[src/rtl/or_nbit_pkg.sv]
// Shared types and helpers for the WIDTH-bit logic unit.
// Op encoding, width limits and the combinational op function.
package or_nbit_pkg;

  localparam int WIDTH_MAX = 64;
  localparam int PIPE_MAX  = 4;

  typedef enum logic [1:0] {
    OP_OR  = 2'd0,
    OP_AND = 2'd1,
    OP_XOR = 2'd2,
    OP_ACC = 2'd3
  } op_t;

  // ACC returns a|b; the caller folds in the accumulator base.
  function automatic logic [WIDTH_MAX-1:0] logic_op(
    input op_t                  op,
    input logic [WIDTH_MAX-1:0] a,
    input logic [WIDTH_MAX-1:0] b
  );
    logic [WIDTH_MAX-1:0] r;
    r = '0;
    unique case (op)
      OP_OR:  r = a | b;
      OP_AND: r = a & b;
      OP_XOR: r = a ^ b;
      OP_ACC: r = a | b;
    endcase
    return r;
  endfunction

endpackage

[src/rtl/or_nbit_pipe_if.sv]
// Operand/result bundle for or_nbit_pipe.
// master drives operands, slave is the logic unit.
interface or_nbit_pipe_if
  import or_nbit_pkg::*;
#(
  parameter int WIDTH = 8
);

  logic             in_valid;
  op_t              op;
  logic [WIDTH-1:0] a;
  logic [WIDTH-1:0] b;
  logic             acc_clr;
  logic [WIDTH-1:0] c;
  logic             out_valid;
  logic             c_any;

  modport master (
    output in_valid, op, a, b, acc_clr,
    input  c, out_valid, c_any
  );

  modport slave (
    input  in_valid, op, a, b, acc_clr,
    output c, out_valid, c_any
  );

endinterface

[src/rtl/or_nbit_stage.sv]
// One delay stage of the result pipeline.
// Valid always shifts; data only loads behind a valid.
module or_nbit_stage #(
  parameter int W = 9
) (
  input  logic         clk,
  input  logic         rst_n,
  input  logic         src_valid,
  input  logic [W-1:0] src_data,
  output logic         valid,
  output logic [W-1:0] data
);

  // Shift valid each cycle, hold data across bubbles.
  always_ff @(posedge clk) begin
    if (!rst_n) begin
      valid <= 1'b0;
      data  <= '0;
    end else begin
      valid <= src_valid;
      if (src_valid) begin
        data <= src_data;
      end
    end
  end

endmodule

[src/rtl/or_nbit_pipe.sv]
// WIDTH-bit OR/AND/XOR/sticky-OR unit with PIPE-cycle latency.
// Stage 0 computes and accumulates; later stages only delay.
module or_nbit_pipe
  import or_nbit_pkg::*;
#(
  parameter int WIDTH = 8,
  parameter int PIPE  = 2
) (
  input logic           clock0,
  input logic           global_resetn,
  or_nbit_pipe_if.slave bus
);

  if (WIDTH < 1 || WIDTH > WIDTH_MAX) begin : g_bad_width
    $fatal(1, "or_nbit_pipe: WIDTH out of range");
  end

  if (PIPE < 1 || PIPE > PIPE_MAX) begin : g_bad_pipe
    $fatal(1, "or_nbit_pipe: PIPE out of range");
  end

  logic [WIDTH-1:0] acc;
  logic [WIDTH-1:0] base;
  logic [WIDTH-1:0] lop;
  logic [WIDTH-1:0] r;
  logic             is_acc;

  logic             v0;
  logic [WIDTH:0]   d0;

  logic             sv [PIPE];
  logic [WIDTH:0]   sd [PIPE];

  // Stage-0 result; a same-cycle clear is applied before accumulating.
  always_comb begin
    is_acc = (bus.op == OP_ACC);
    base   = bus.acc_clr ? '0 : acc;
    lop    = WIDTH'(logic_op(bus.op,
                             WIDTH_MAX'(bus.a),
                             WIDTH_MAX'(bus.b)));
    r      = lop;
    if (is_acc) begin
      r = base | lop;
    end
  end

  // Sticky accumulator: only ACC beats or a clear change it.
  always_ff @(posedge clock0) begin
    if (!global_resetn) begin
      acc <= '0;
    end else if (bus.in_valid && is_acc) begin
      acc <= r;
    end else if (bus.acc_clr) begin
      acc <= '0;
    end
  end

  // Stage-0 register carries {any, result} so c_any tracks c.
  always_ff @(posedge clock0) begin
    if (!global_resetn) begin
      v0 <= 1'b0;
      d0 <= '0;
    end else begin
      v0 <= bus.in_valid;
      if (bus.in_valid) begin
        d0 <= {|r, r};
      end
    end
  end

  assign sv[0] = v0;
  assign sd[0] = d0;

  for (genvar k = 1; k < PIPE; k++) begin : g_stage
    or_nbit_stage #(
      .W(WIDTH + 1)
    ) u_stage (
      .clk      (clock0),
      .rst_n    (global_resetn),
      .src_valid(sv[k-1]),
      .src_data (sd[k-1]),
      .valid    (sv[k]),
      .data     (sd[k])
    );
  end

  assign bus.out_valid = sv[PIPE-1];
  assign bus.c         = sd[PIPE-1][WIDTH-1:0];
  assign bus.c_any     = sd[PIPE-1][WIDTH];

endmodule

[src/flat_wrapper.sv]
// flat-port wrapper written by rule: the top's interface ports become plain ports
module or_nbit_pipe_flat import or_nbit_pkg::*;
#(
  parameter int WIDTH = 8,
  parameter int PIPE  = 2
)
  (clock0, global_resetn, bus_in_valid, bus_op, bus_a, bus_b, bus_acc_clr, bus_c, bus_out_valid, bus_c_any);
  or_nbit_pipe_if #(.WIDTH(WIDTH)) bus_i ();
  input logic clock0;
  input logic global_resetn;
  input wire logic [$bits(bus_i.in_valid)-1:0] bus_in_valid;
  input wire logic [$bits(bus_i.op)-1:0] bus_op;
  input wire logic [$bits(bus_i.a)-1:0] bus_a;
  input wire logic [$bits(bus_i.b)-1:0] bus_b;
  input wire logic [$bits(bus_i.acc_clr)-1:0] bus_acc_clr;
  output wire logic [$bits(bus_i.c)-1:0] bus_c;
  output wire logic [$bits(bus_i.out_valid)-1:0] bus_out_valid;
  output wire logic [$bits(bus_i.c_any)-1:0] bus_c_any;
  assign bus_i.in_valid = bus_in_valid;
  assign bus_i.op = bus_op;
  assign bus_i.a = bus_a;
  assign bus_i.b = bus_b;
  assign bus_i.acc_clr = bus_acc_clr;
  assign bus_c = bus_i.c;
  assign bus_out_valid = bus_i.out_valid;
  assign bus_c_any = bus_i.c_any;
  or_nbit_pipe #(.WIDTH(WIDTH), .PIPE(PIPE)) u_core (.clock0(clock0), .global_resetn(global_resetn), .bus(bus_i));
endmodule
[config.mk]
export PLATFORM = sky130hd
export DESIGN_NAME = or_nbit_pipe_flat
export DESIGN_NICKNAME = d
export VERILOG_FILES = /design/src/rtl/or_nbit_pkg.sv /design/src/rtl/or_nbit_pipe_if.sv /design/src/rtl/or_nbit_stage.sv /design/src/rtl/or_nbit_pipe.sv /design/src/flat_wrapper.sv
export SDC_FILE = /design/constraint.sdc
export NUM_CORES = 1
export LEC_CHECK = 0
export CORE_MARGIN = 2
export CORE_UTILIZATION = 35
export CTS_BUF_LIST = sky130_fd_sc_hd__clkbuf_4
export DETAILED_ROUTE_END_ITERATION = 12
export PLACE_DENSITY = 0.68
export SETUP_SLACK_MARGIN = 0.5
export SKIP_CTS_REPAIR_TIMING = 1
export SYNTH_ARGS = -nofsm -noshare
export SYNTH_HDL_FRONTEND = slang
export SYNTH_HIERARCHICAL = 1
export SYNTH_SLANG_ARGS = --single-unit
[constraint.sdc]
create_clock -name clock0 -period 2.8 [get_ports clock0]
set_input_delay 0.56 -clock clock0 [delete_from_list [all_inputs] [get_ports clock0]]
set_output_delay 0.56 -clock clock0 [all_outputs]
set_load 0.005 [all_outputs]
==> impl.org, run 1 <==
** STA
- Post-route setup TNS :: 0 ps
- For this run, the top clock speed supported by timing is 0.457 GHz.
- Final setup slack of the worst path :: 614 ps
- Final worst path period need :: 2190 ps
- The number of hold-slack violations in the final timing report came to 0.
- Number of slew-limit violations in the final report :: 0
- Setup skew after layout :: 3.58 ps
- Dividing the final minimum period by the clock period gives 0.781.
- At the pin with the least slew margin, the transition time is 518 ps.
- Min Hold Slack :: 477 ps
- Remaining max-slew budget at the tightest pin :: 0.654
- Setup Viol. Count Final :: 0
- Setup repair after global routing left no endpoint under its margin.

** Floorplanning
- Die Width :: 71.4 µm
- After floorplanning, the core was divided into 24 placement rows.
- Die H :: 71.4 µm
- The core region is 4350 µm².
- Total I/O pin count :: 32
- Die Outline Area :: 5100 µm²
- Starting Density :: 0.365

** Synth
- The area fraction in compound gates after synthesis is 0.186.
- Counting every net in the synthesized netlist gives 220.
- Of the post-synthesis cell area, the dominant cell type holds 0.352.
- Of the total synthesized cell area, the portion taken by XOR and XNOR cells is 0.
- During synthesis, Yosys emitted a total of 6 warnings.
- After synthesis, the largest family of logic cells by area is compound AO/OA/AOI/OAI gates.
- Summing every instance area after synthesis gives 1590 µm².
- In the post-synthesis netlist, the cell with the most instances is sky130_fd_sc_hd__dfxtp_1.
- Async S/R FF share, synth :: 0
- Synthesized netlist cell count :: 179
- Among all flip-flop cells after synthesis, the most frequent one is sky130_fd_sc_hd__dfxtp_1.
- The commonest cells after synthesis are sky130_fd_sc_hd__dfxtp_1 (28), sky130_fd_sc_hd__inv_1 (25), sky130_fd_sc_hd__ha_1 (19), sky130_fd_sc_hd__a21oi_1 (16), sky130_fd_sc_hd__nor2_1 (13).
- Avg Synthesized Cell Area :: 8.88 µm²
- Cell types occupying the most area after synthesis :: sky130_fd_sc_hd__dfxtp_1 (35%), sky130_fd_sc_hd__ha_1 (15%), sky130_fd_sc_hd__mux2i_1 (7.6%)
- Synthesized-area fraction occupied by and/or/nand/nor cells :: 0.145
- Top cell type by total area after synthesis :: sky130_fd_sc_hd__dfxtp_1
- The share of the Yosys chip area taken by registers is 0.352.
- The netlist uses 28 different library cells.
- Of the post-synthesis cell area, the part taken by muxes is 0.0755.
- Post-synth EDFFs :: 0
- Of the total synthesized cell area, the portion taken by full adders, half adders and majority gates is 0.149.
- Synthesis inferred 28 register bits.

** Placed design
- During placement, the flow inserted port buffers numbering 31.
- Routability cong. :: 0.843
- Timing analysis after detailed placement gives a worst setup slack of 249 ps.
- Dpl hpwl :: 2.52 mm

** Worst hold path
- Worst hold path type :: flip-flop to flip-flop
- Hold path endpoint :: u_core/acc[6]
- The startpoint identified for the worst hold timing path is u_core/acc[6].
- Along the worst hold path, the cell count comes to 2.

** Drt
- Vias/cell :: 4.94
- Post-route antenna net violation count :: 0
- DRT Pass-1 Iters :: 4
- Residual DRC :: 0
- For this block, the via count after detailed routing is 1293.
- After detailed routing, the total wire length is 3.23 mm.
- 1st-iter DRT viols :: 79
- Avg WL per Cell :: 12.3 µm

** Power
- Of the total power, combinational logic draws 0.238.
- Total internal power :: 0.000566 W
- Cell area power density :: 389 nW/µm²
- The share of total power dissipated in sequential elements is 0.553.
- The share of total power dissipated in the clock network is 0.209.
- Leakage power total :: 0.859 nW
- Switching power as a share of total power :: 0.273
- IR analysis of the VDD net gives a maximum drop of 0.000165 V.
- For this design the total switching power over the nets is 0.000212 W.

** Clocking
- Clk sink count :: 28
- Clock latency at the later pin of the worst-skew pair :: 320 ps
- TritonCTS buffer count :: 3
- Root Driver :: sky130_fd_sc_hd__clkbuf_4
- No sink is reached through more buffers than the 2 on the longest clock path.
- CTS built an H-tree with a depth of 1.
- TritonCTS clock tree :: done
- Clock-pin slew was measured on the worst setup and hold paths at 140 ps.

** Finish
- Number of antenna cells inserted :: 0
- The area growth from synthesis to layout is 25.9%.
- Number of fill cells :: 462
- For this run, the post-layout net count is 253.
- Proportion of layout cells with a drive suffix above 1 :: 0.0905
- Utilization after layout :: 0.460

** Critical path
- Cells on worst reg2reg path :: 3
- The endpoint identified for the worst register-to-register timing path is u_core/d0[8].
- Cell at the slowest stage of the critical path :: sky130_fd_sc_hd__clkdlybuf4s50_1
- Start-to-end type of the worst setup path :: input pin to flip-flop
- Data required, critical path :: 3020 ps
- Maximum net fanout on the critical path :: 9
- Reg2Reg Setup Slack :: 1350 ps
- Walking the worst path, the cells encountered are clkdlybuf4s50_1, inv_1, ha_1, buf_4, a221oi_2, a21oi_1, nor4_1, a21oi_1.
- Critical register-to-register path startpoint :: u_core/acc[5]
- Data arrives at the worst endpoint at 2400 ps.
- In this design, the critical path's most frequently occurring cell is sky130_fd_sc_hd__a21oi_1.
- STA classifies the critical path startpoint as an input pin.
- Endpoint type of the worst setup path :: flip-flop
- The cell family contributing the most delay on the critical path is buffers and inverters.
- The largest single stage delay on the critical path is 500 ps.
- Together, buffers and inverters on the worst path number 3.

** Global route
- The first global-routing pass estimated 5.56 mm of wire.
- Grt total ovfl :: 0
- Maximum number of pins on one net before global-route repair :: 15
- Number of antenna violations at the first check in global routing :: 0
- Number of global-route vias before repair :: 1240
- All-layer global routing usage :: 0.131

** Run
- Number of violations of the max-capacitance limit :: 0

** Status
- Run status :: finished, final reports clean
## layer usage
metal  up-vias  track usage  wire length, µm
met5         -            0                0
met4         0       0.0419               43
met3         7       0.0169              150
met2        33        0.210             1490
met1       576        0.183             1550
li1        677            -                -
## power groups by stage
| stage | combinational (W) | sequential [W] | clock, W |
|---|---|---|---|
| after floorplan | 0.000107 | 0.000435 | 0 |
| after global placement | 0.000176 | 0.000440 | 0 |
| after detailed placement | 0.000176 | 0.000440 | 0 |
| after CTS | 0.000177 | 0.000431 | 0.000164 |
| after global routing | 0.000209 | 0.000435 | 0.000177 |
| final | 0.000185 | 0.000431 | 0.000163 |
## final cells by class
type | count | area (µm²) | share of cell area
multi-input combinational | 117 | 905 | 0.452
clock buffer | 3 | 22.5 | 0.0113
sequential | 28 | 561 | 0.280
inverter | 25 | 93.8 | 0.0469
tap | 52 | 65.1 | 0.0325
timing repair buffer | 37 | 355 | 0.178
## cells by family after synthesis
group | Yosys count
adder cells (fa/ha/maj) | 19
AO/OA/AOI/OAI | 44
AND/OR/NAND/NOR | 42
buffers and inverters | 34
flip-flops | 28
multiplexers | 12
## placed cells by master, fill, tap and decap left out, types with 4 or more instances in the layout
master / n
sky130_fd_sc_hd__nand2_1: 4
sky130_fd_sc_hd__a22oi_1: 5
sky130_fd_sc_hd__ha_1: 18
sky130_fd_sc_hd__dfxtp_1: 28
sky130_fd_sc_hd__buf_4: 6
sky130_fd_sc_hd__o21ai_0: 8
sky130_fd_sc_hd__clkdlybuf4s50_1: 31
sky130_fd_sc_hd__nor2_1: 13
sky130_fd_sc_hd__nor2b_1: 12
sky130_fd_sc_hd__inv_1: 24
sky130_fd_sc_hd__mux2i_1: 12
sky130_fd_sc_hd__a21oi_1: 16
sky130_fd_sc_hd__a2bb2oi_1: 4
## state kept, by name, indices dropped and copies added (netlist names)
signal	count
u_core/v0	1
u_core/g_stage.u_stage/valid	1
u_core/d0	9
u_core/acc	8
u_core/g_stage.u_stage/data	9
## metrics by stage
stage,area (µm²),instances,power (W)
floorplan,1590,179,0.000542
global placement,1960,259,0.000615
detailed placement,1960,259,0.000617
CTS,1980,262,0.000773
global route,2000,262,0.000820
finish,2000,262,0.000778
## tightest hold or removal path, delay by kind of cell, from the launching register on
| kind | cells | cell delay (ps) |
|---|---|---|
| AO/OA/AOI/OAI | 1 | 50 |
| flip-flops | 1 | 340 |
| AND/OR/NAND/NOR | 1 | 60 |
## worst max-delay path by stage
stage / start / cells past startpoint / to / slack (ps)
after detailed placement: bus_op[0] / 8 / u_core/d0[8] / 250
final: bus_op[1] / 8 / u_core/d0[8] / 610
after global routing: bus_op[1] / 8 / u_core/d0[8] / 490
after global placement: bus_op[0] / 8 / u_core/d0[8] / 290
after floorplan: bus_op[0] / 6 / u_core/d0[8] / 950
after CTS: bus_op[0] / 8 / u_core/d0[8] / 590
Power figures use the tool's default switching activity.
==> run 2: changes to the inputs <==
clock period = 2.1 ns   (was 2.8 ns; I/O delays follow)
==> run 2 against run 1 <==
Against the previous run:
- hold slack lost 7.4 ps
- highest routed layer unchanged
- die area is the same
- critical endpoint unchanged
- largest power group unchanged
- total power grew 39%
- via count grew 3.9%
==> impl.org, run 2 (synthesis gave the netlist of run 1 again) <==
** STA
- Remaining max-slew budget at the tightest pin :: 0.633 (was 0.654)
- Setup skew after layout :: 13.0 ps (was 3.58 ps)
- The total setup violations reported at the end of the flow came to 0 (unchanged).
- Subtracting the final worst setup slack from the clock period gives 1620 ps.
- The total negative setup slack was 0 ps (unchanged).
- The transition at the pin with the smallest max-transition slack came to 550 ps (was 518 ps).
- Share of the cycle needed by the critical path after routing :: 0.772
- Maximum clock rate :: 0.616 GHz
- The final max-slew violation count is 0 (unchanged).
- Final hold violation count :: 0 (unchanged)
- Min Hold Slack :: 469 ps (was 477 ps)
- Unrepaired setup endpoints after global routing :: yes (was no)

** Global route
- Number of global-route vias before repair :: 1244 (was 1240)
- The number of antenna violations at the first check in global routing came to 0 (unchanged).
- All-layer global routing usage :: 0.135 (was 0.131)
- The remaining global-route overflow came to 0 (unchanged).
- Maximum number of pins on one net before global-route repair :: 17 (was 15)
- The first-pass GRT wire length is 5.58 mm (was 5.56 mm).

** Power
- The combinational share of power is 0.274 (was 0.238).
- Power dissipated by switching net loads :: 0.000297 W (was 0.000212 W)
- The power density over the cells was 477 nW/µm² (was 389 nW/µm²).
- Total internal power :: 0.000783 W (was 0.000566 W)
- Switching power as a share of total power :: 0.275 (was 0.273)
- The proportion of power drawn by flip-flops and latches was 0.533 (was 0.553).
- Leakage power total :: 1.23 nW (was 0.859 nW)
- The peak supply drop came to 0.000258 V (was 0.000165 V).
- Overall power of the completed layout :: 0.00108 W (was 0.000778 W)
- Clock group share of total power :: 0.193 (was 0.209)

** Finish
- Proportion of layout cells with a drive suffix above 1 :: 0.251 (was 0.0905)
- Largest registers: u_core/d0 (9), u_core/g_stage.u_stage/data (9), u_core/acc (8) (unchanged).
- Number of nets in the layout :: 262 (was 253)
- Number of antenna cells inserted :: 0 (unchanged)
- Area growth from synthesis to layout :: 42.4% (was 25.9%)
- Total area of multi-input combinational cells :: 1020 µm² (was 905 µm²)
- Top library cells by usage in the layout, fill and taps aside :: sky130_fd_sc_hd__dlymetal6s2s_1 (25), sky130_fd_sc_hd__inv_1 (22), sky130_fd_sc_hd__dfxtp_1 (19) (was sky130_fd_sc_hd__clkdlybuf4s50_1 (31), sky130_fd_sc_hd__dfxtp_1 (28), sky130_fd_sc_hd__inv_1 (24))
- Footprint of the flip-flops and latches :: 572 µm² (was 561 µm²)
- The most common cell after layout, fill and taps aside is sky130_fd_sc_hd__dlymetal6s2s_1 (was sky130_fd_sc_hd__clkdlybuf4s50_1).
- The design area was 2260 µm² (was 2000 µm²).
- Number of fill cells :: 402 (was 462)

** Critical path
- Worst path cell trace :: clkdlybuf4s50_1, nor2b_1, buf_4, a221o_1, a2111oi_2, a21oi_1 (was clkdlybuf4s50_1, inv_1, ha_1, buf_4, a221oi_2, a21oi_1, nor4_1, a21oi_1)
- Max incr delay on CP :: 520 ps (was 500 ps)
- The startpoint of the lowest-slack register-to-register path is u_core/acc[5] (unchanged).
- End of the worst register-to-register path :: u_core/d0[8] (unchanged)
- Cells on worst reg2reg path :: 3 (unchanged)
- The highest net fanout along the worst path is 7 (was 9).
- Crit path DAT :: 1840 ps (was 2400 ps)
- Data required, critical path :: 2320 ps (was 3020 ps)
- Start-to-end type of the worst setup path :: input pin to flip-flop (unchanged)
- The reg2reg setup slack came to 650 ps (was 1350 ps).
- Critical Path Start Type :: input pin (unchanged)
- The sort of element at the end of the critical path was a flip-flop (unchanged).
- The start point of the critical path is bus_acc_clr (was bus_op[1]).
- Cell at the slowest stage of the critical path :: sky130_fd_sc_hd__clkdlybuf4s50_1 (unchanged)

** Drt
- Residual DRC :: 0 (unchanged)
- The number of iterations in the first detailed-routing pass is 4 (unchanged).
- Post-route antenna net violation count :: 0 (unchanged)
- Routed via count :: 1343 (was 1293)
- The via count normalized by instance count came to 4.96 (was 4.94).
- 1st-iter DRT viols :: 53 (was 79)
- The final wirelength came to 3.54 mm (was 3.23 mm).
- Avg WL per Cell :: 13.1 µm (was 12.3 µm)

** Clocking
- The TritonCTS clock tree is done (unchanged).
- The number of H-tree branching levels was 1 (unchanged).
- Clk sink count :: 28 (unchanged)
- TritonCTS buffer count :: 3 (unchanged)
- Clock transition at the registers of the reported paths :: 140 ps (about the same)
- Clock latency at the later pin of the worst-skew pair :: 320 ps (about the same)
- Root Driver :: sky130_fd_sc_hd__clkbuf_4 (unchanged)
- The maximum buffer depth of the clock tree was 2 (unchanged).

** Worst hold path
- Worst hold path type :: flip-flop to flip-flop (unchanged)
- The instance count along the most critical hold path came to 2 (unchanged).
- The critical hold path startpoint is u_core/acc[6] (unchanged).
- The worst-case hold path end point was u_core/acc[6] (unchanged).

** Floorplanning
- Starting Density :: 0.365 (unchanged)
- The number of ports placed on the die boundary came to 32 (unchanged).
- The count of standard-cell rows came to 24 (unchanged).
- Die H :: 71.4 µm (unchanged)
- The core area came to 4350 µm² (unchanged).
- The die span in x was 71.4 µm (unchanged).
- The die footprint came to 5100 µm² (unchanged).

** Placed design
- Number of port buffers :: 31 (unchanged)
- The final HPWL from detailed placement came to 2.61 mm (was 2.52 mm).
- Routability cong. :: 0.834 (was 0.843)
- The placed standard-cell area is 2060 µm² (was 1960 µm²).

** Run
- Number of violations of the max-capacitance limit :: 0 (unchanged)

** Status
- Run status: finished, final reports clean (unchanged).
run 2: cell types whose count changed in the layout (fill, tap and decap cells not counted), moves of 5 or more:
cell and delta:
sky130_fd_sc_hd__ha_1 -6, sky130_fd_sc_hd__dfxtp_1 -9, sky130_fd_sc_hd__buf_4 +9, sky130_fd_sc_hd__clkdlybuf4s50_1 -25, sky130_fd_sc_hd__dfxtp_2 +9, sky130_fd_sc_hd__ha_4 +5, sky130_fd_sc_hd__dlymetal6s2s_1 +25
run 2: cell type report:
class,count,share of cell area
Clock buffer,3,0.00994
Inverter,25,0.0425
Multi-Input combinational cell,117,0.452
Sequential cell,28,0.252
Tap cell,52,0.0287
Timing Repair Buffer,46,0.214
run 2: metrics by stage:
step | std cells | setup WS (ps) | utilization
detailed placement | 268 | -132 | 0.473
floorplan | 179 | 507 | -
global route | 271 | 446 | 0.520
CTS | 271 | 240 | 0.478
global placement | 268 | -68.8 | 0.473
finish | 271 | 478 | 0.520
run 2: routing by layer:
metal  part of all wire  global-route usage
met5                  0                   0
met4             0.0065              0.0189
met3              0.046              0.0309
met2               0.49               0.222
met1               0.45               0.185
run 2: worst max-delay path by stage:
stage | end | slack, ps | depth (start not counted)
6_report | u_core/d0[8] | 480 | 6
2_1_floorplan | u_core/d0[8] | 510 | 6
4_1_cts | u_core/d0[8] | 240 | 8
5_1_grt | u_core/d0[8] | 450 | 7
3_3_place_gp | u_core/d0[8] | -70 | 8
3_5_place_dp | u_core/d0[8] | -130 | 8
run 2: worst max-delay path, delay by kind of cell:
| kind | cells | cell delay, ps |
|---|---|---|
| AOI/OAI and AO/OA | 3 | 670 |
| buffers and inverters | 2 | 680 |
| and+or+nand+nor | 1 | 60 |
run 2: power by group through the flow:
| stage | clock, W | sequential, W | combinational, W |
|---|---|---|---|
| finish | 0.000209 | 0.000575 | 0.000296 |
| global route | 0.000242 | 0.000580 | 0.000326 |
| CTS | 0.000225 | 0.000575 | 0.000268 |
| detailed placement | 0 | 0.000587 | 0.000266 |
| global placement | 0 | 0.000586 | 0.000265 |
| floorplan | 0 | 0.000579 | 0.000159 |
